## src/rtl/video_regs_timed.sv

```systemverilog
// PPU register file with built-in scanline timing: dot/line counters, LYC
// coincidence, STAT mode reporting and an edge-triggered STAT interrupt.
module video_regs_timed #(
  parameter int NREGS     = 8,
  parameter int AW        = 3,
  parameter int DW        = 8,
  parameter int DOTS      = 456,
  parameter int LINES     = 154,
  parameter int VISIBLE   = 144,
  parameter int OAM_DOTS  = 80,
  parameter int XFER_DOTS = 172,
  parameter logic [DW-1:0] CTRL_RST = '0
) (
  input  logic                clk,
  input  logic                nreset,
  input  logic                cs,
  input  logic [AW-1:0]       addr,
  input  logic                cpu_rd,
  input  logic                cpu_wr,
  input  logic [DW-1:0]       wdata,
  output logic [DW-1:0]       rdata,
  output logic                rdata_oe,
  input  logic                dot_tick,
  output logic [NREGS*DW-1:0] regs,
  output logic [7:0]          ly,
  output logic [1:0]          mode,
  output logic                lyc_match,
  output logic                stat_irq
);

  localparam int DOT_W = $clog2(DOTS);

  localparam int REG_CTRL = 0;
  localparam int REG_STAT = 1;
  localparam int REG_LY   = 4;
  localparam int REG_LYC  = 5;

  localparam logic [1:0] MODE_HBLANK = 2'd0;
  localparam logic [1:0] MODE_VBLANK = 2'd1;
  localparam logic [1:0] MODE_OAM    = 2'd2;
  localparam logic [1:0] MODE_XFER   = 2'd3;

  localparam logic [DW-1:0] STAT_WMASK = DW'(8'h78);

  logic [DW-1:0]    reg_q [NREGS];
  logic [DW-1:0]    view  [NREGS];
  logic [DOT_W-1:0] dot_q, dot_d;
  logic [7:0]       ly_d;
  logic [1:0]       mode_d;
  logic             addr_ok, wr_en, lcd_en;
  logic             irq_line, irq_line_q;

  // NOTE: every always_comb output gets a default first so no path leaves it
  // unassigned; a missing default would infer a latch.
  always_comb begin
    addr_ok = 1'b0;
    for (int i = 0; i < NREGS; i++)
      if (addr == AW'(i)) addr_ok = 1'b1;
  end

  assign wr_en    = cs && cpu_wr && addr_ok;
  assign rdata_oe = cs && cpu_rd && addr_ok;
  assign lcd_en   = reg_q[REG_CTRL][7];

  // NOTE: the register file is small, so it takes the async reset like any
  // other flop; every entry comes out of reset with a defined value.
  always_ff @(posedge clk or negedge nreset) begin
    if (!nreset) begin
      for (int i = 0; i < NREGS; i++)
        reg_q[i] <= (i == REG_CTRL) ? CTRL_RST : '0;
    end else if (wr_en) begin
      for (int i = 0; i < NREGS; i++) begin
        if (addr == AW'(i)) begin
          if (i == REG_STAT)  reg_q[i] <= wdata & STAT_WMASK;
          else if (i != REG_LY) reg_q[i] <= wdata;
        end
      end
    end
  end

  always_comb begin
    dot_d = dot_q;
    ly_d  = ly;
    if (!lcd_en) begin
      dot_d = '0;
      ly_d  = '0;
    end else if (dot_tick) begin
      if (dot_q == DOT_W'(DOTS - 1)) begin
        dot_d = '0;
        ly_d  = (ly == 8'(LINES - 1)) ? 8'd0 : ly + 8'd1;
      end else begin
        dot_d = dot_q + 1'b1;
      end
    end
  end

  // Mode is derived from the next counter values so the registered mode
  // always describes the dot/line currently held in the counters.
  always_comb begin
    mode_d = MODE_HBLANK;
    if (lcd_en) begin
      if (ly_d >= 8'(VISIBLE))                         mode_d = MODE_VBLANK;
      else if (dot_d < DOT_W'(OAM_DOTS))               mode_d = MODE_OAM;
      else if (dot_d < DOT_W'(OAM_DOTS + XFER_DOTS))   mode_d = MODE_XFER;
      else                                             mode_d = MODE_HBLANK;
    end
  end

  assign irq_line = (reg_q[REG_STAT][6] && lyc_match) ||
                    (reg_q[REG_STAT][5] && mode == MODE_OAM) ||
                    (reg_q[REG_STAT][4] && mode == MODE_VBLANK) ||
                    (reg_q[REG_STAT][3] && mode == MODE_HBLANK);

  // NOTE: sequential state uses non-blocking assignments so every flop
  // samples the pre-edge values regardless of statement order.
  always_ff @(posedge clk or negedge nreset) begin
    if (!nreset) begin
      dot_q      <= '0;
      ly         <= '0;
      mode       <= MODE_HBLANK;
      lyc_match  <= 1'b0;
      irq_line_q <= 1'b0;
      stat_irq   <= 1'b0;
    end else begin
      dot_q      <= dot_d;
      ly         <= ly_d;
      mode       <= mode_d;
      lyc_match  <= (DW'(ly) == reg_q[REG_LYC]);
      irq_line_q <= irq_line;
      stat_irq   <= irq_line && !irq_line_q;
    end
  end

  always_comb begin
    for (int i = 0; i < NREGS; i++) view[i] = reg_q[i];
    view[REG_STAT]      = '0;
    view[REG_STAT][6:3] = reg_q[REG_STAT][6:3];
    view[REG_STAT][2]   = lyc_match;
    view[REG_STAT][1:0] = mode;
    view[REG_LY]        = DW'(ly);
  end

  always_comb begin
    rdata = '0;
    for (int i = 0; i < NREGS; i++)
      if (rdata_oe && addr == AW'(i)) rdata = view[i];
  end

  for (genvar g = 0; g < NREGS; g++) begin : g_flat
    assign regs[g*DW +: DW] = view[g];
  end

endmodule

```

## config.mk

```make
export PLATFORM = sky130hd
export DESIGN_NAME = video_regs_timed
export DESIGN_NICKNAME = d
export VERILOG_FILES = /design/src/rtl/video_regs_timed.sv
export SDC_FILE = /design/constraint.sdc
export NUM_CORES = 1
export LEC_CHECK = 0
export CORE_MARGIN = 2
export CORE_UTILIZATION = 40
export CTS_CLUSTER_SIZE = 24
export DETAILED_ROUTE_END_ITERATION = 12
export GPL_TIMING_DRIVEN = 1
export HOLD_SLACK_MARGIN = 0.08
export PLACE_DENSITY = 0.7
export SYNTH_ARGS = -nofsm -noshare
export SYNTH_HDL_FRONTEND = slang
export SYNTH_SLANG_ARGS = --single-unit
```

## constraint.sdc

```tcl
create_clock -name clk -period 3.92 [get_ports clk]
set_input_delay 1.176 -clock clk [delete_from_list [all_inputs] [get_ports clk]]
set_output_delay 1.176 -clock clk [all_outputs]
set_load 0.02 [all_outputs]
```

==> flow_summary.toml <==
[setup_path]
crit_type = "in -> out"
r2r_start = "dot_q[3]$_DFF_PN0_"
cp-start-kind = "input pin"
r2r_setup_slack_ns = 1.40
cp_max_fo = 5
cpMaxStageDelayCell = "clkdlybuf4s50_1"
cp.arrival_ns = 2.67
cp.required_ns = 2.74
path_cells = "clkdlybuf4s50_1, nand2_2, or3_4, buf_4, nor2_2, o21ai_0, buf_2"
crit_path_max_incr_delay_ns = 0.50
reg2regPathDepth = 5
reg2reg_to = "mode[1]$_DFF_PN0_"
end_kind = "output port"
cp-startpoint = "cs"

[timing]
timing.final.hold_violations = 0
post-route-period-util_pct = 98.1
max_slew.worst_pin.slew_ns = 0.897
maxSlewViolCount = 0
tns_ns = 0
min_period_ns = 3.84
rsz0062_at_grt = "false"
skew_ns = 0.0101
slew_headroom_pct = 40.2
fmax_ghz = 0.260
setup_violations = 0

[placed_design]
port_buffers = 100
detailed_place_hpwl_microns = 8540
gp_congestion = 0.873

[floorplan]
io_pins = 102
die-area_sq_um = 10900
start_util_pct = 41.2
dieWidth_microns = 104
row_count = 36
core_sq_um = 9770
die_h_microns = 104

[clock_tree]
hold_buffers = 0
cts_buffers = 9
path_clk_slew_ns = 0.08
clock_latency_ns = 0.36
htreeDepth = 3
cts_tree = "yes"
max-clock-path-buffers = 2
clock_sinks = 74
cts_root_buffer = "clkbuf_8"

[grt]
track_usage_pct = 21.5
grt_pass1_wl_microns = 18400
first_global_vias = 3488
grt_remaining_overflow = 0
antenna_found_initial = 0
grt_max_degree = 41

[min_path]
whs_path_depth = 1
hp-class = "reg -> reg"
hold_start = "irq_line_q$_DFF_PN0_"
hold_end = "stat_irq$_DFF_PN0_"

[logic_synthesis]
synth.net_count = 404
yosysWarnings = 0
yosysSeqAreaShare_pct = 46.0
syn-mean-instance-area_sq_um = 10.5
synth.top_cell.area_share_pct = 46.0
synth_ff_type = "dfrtp_1"
async_flop_share_pct = 100
yosysUniqueCellTypes = 59
netlist_instances = 384
yosys-top-cells-area = "dfrtp_1 (46%), mux2_2 (14%), nor2_1 (3.4%)"
synth_top_area_cell = "dfrtp_1"
synth_seq_cells = 74
synth-edff-count = 0
syn-cell-area_sq_um = 4020

[drt]
drtIter0Drc = 179
antenna_left = 0
via_per_inst = 5.42
wl_per_cell_microns = 18.1
remaining_drc_errors = 0
drt_first_pass_iters = 5
totalWireLength_microns = 11400
dr_total_vias = 3426

[layout]
nNetsFinal = 514
utilization_pct = 55.1
drive_above_1_share_pct = 24.8
antenna_cells = 0
fillers = 869
syn_to_final_growth_pct = 33.9

[flow_run]
cap_violations = 0

[run_status]
status = "finished, final reports clean"

[pwr]
total_leakage_power_nw = 2.21
powerDensity_nw_per_um2 = 445
vdd_drop_max_mv = 0.236
==> worst max-delay path by stage <==
stage | endpoint | slack, ns | cells after the start
finish | rdata[5] | 0.08 | 7
global route | rdata[1] | 0.001 | 7
CTS | rdata[3] | 0.0002 | 7
detailed placement | rdata[5] | -0.69 | 8
global placement | rdata[4] | -0.64 | 8
floorplan | rdata[7] | 0.02 | 6
==> logic make-up after synthesis <==
family                   count (synthesis)  synth area share (%)
XOR/XNOR                                15                  3.27
other                                    1                0.0932
multiplexers                            62                  17.0
flip-flops                              74                  46.0
buffers and inverters                   46                  5.94
adder cells (fa/ha/maj)                  3                 0.933
AND/OR/NAND/NOR                        116                  15.1
AO/OA/AOI/OAI                           67                  11.7
==> Yosys cell counts (3+ instances only) <==
cell and instances:
nand4_1 9, nor3_1 5, a22oi_1 5, o221ai_1 4, dfrtp_1 74, nor2_1 36
nand2b_1 4, or3_1 7, o21ai_0 20, xor2_1 3, nand2_1 27, a21oi_1 7
clkbuf_1 14, o211ai_1 5, mux2i_1 12, inv_1 11, nand3_1 8, a31o_2 3
ha_1 3, mux2_2 50, buf_4 13, a31oi_1 6, xnor2_1 12, nor2b_1 4
==> cell type report <==
cell class | count | area (sq um) | area share (%)
multi-input cells | 264 | 1950 | 36.2
repair buffers | 131 | 1190 | 22.0
inverters | 14 | 52.6 | 0.976
well taps | 133 | 166 | 3.09
clock buffers | 11 | 141 | 2.63
flip-flops and latches | 74 | 1850 | 34.4
clock inverters | 5 | 38.8 | 0.720
==> layer usage <==
| layer | vias up | GRT usage (%) | wire length [microns] |
|---|---|---|---|
| met5 | - | 0 | 0 |
| met3 | 26 | 3.38 | 531 |
| met1 | 1684 | 28.8 | 5170 |
| met2 | 124 | 33.9 | 5390 |
| met4 | 0 | 10.4 | 318 |
| li1 | 1592 | - | - |
==> layout by cell type (no fill, tap or decap), types with 3 or more instances in the layout <==
| cell | n |
|---|---|
| buf_2 | 8 |
| ha_1 | 3 |
| o211ai_1 | 5 |
| nor2_1 | 35 |
| nand2_1 | 26 |
| o221ai_1 | 4 |
| xor2_1 | 3 |
| a31oi_1 | 6 |
| a21oi_1 | 7 |
| mux2i_1 | 12 |
| clkbuf_8 | 10 |
| dfrtp_1 | 74 |
| nand4_1 | 9 |
| or3_1 | 6 |
| mux2_2 | 50 |
| inv_1 | 11 |
| nand2b_1 | 4 |
| xnor2_1 | 12 |
| a22oi_1 | 5 |
| a31o_2 | 3 |
| buf_4 | 31 |
| nand3_1 | 8 |
| o21ai_0 | 19 |
| nor3_1 | 5 |
| clkdlybuf4s50_1 | 88 |
==> state kept, by name, indices dropped and copies added (netlist names) <==
| name | count |
|---|---|
| dot_q | 9 |
| irq_line_q | 1 |
| ly | 8 |
| lyc_match | 1 |
| mode | 2 |
| regs | 52 |
| stat_irq | 1 |
==> report_power, final <==
part | internal [mW] | switching, mW
clock | 0.251 | 0.306
combinational | 0.409 | 0.394
sequential | 0.902 | 0.137
==> worst max-delay path: cells and delay by family <==
kind | cells | cell delay (ns)
buffers and inverters | 3 | 0.84
AND/OR/NAND/NOR | 3 | 0.57
AO/OA/AOI/OAI | 1 | 0.08
==> through the flow <==
stage	hold WS [ns]	power, mW	instances	setup slack (ns)	area, sq um
final	0.406	2.40	632	0.0754	5390
after CTS	0.416	2.41	632	0.000186	5380
after floorplan	0.378	1.42	384	0.0233	4020
after global routing	0.430	2.50	632	0.000977	5390
after global placement	0.385	1.84	616	-0.637	5230
after detailed placement	0.407	1.86	616	-0.692	5230
==> repair_timing <==
item	4_1_cts	5_1_grt
resized for setup	47	5
buffers inserted	0	0
gates cloned	0	0
endpoints found under the setup margin	8	8
pin swaps	1	0
(Power assumes the default switching activity.)
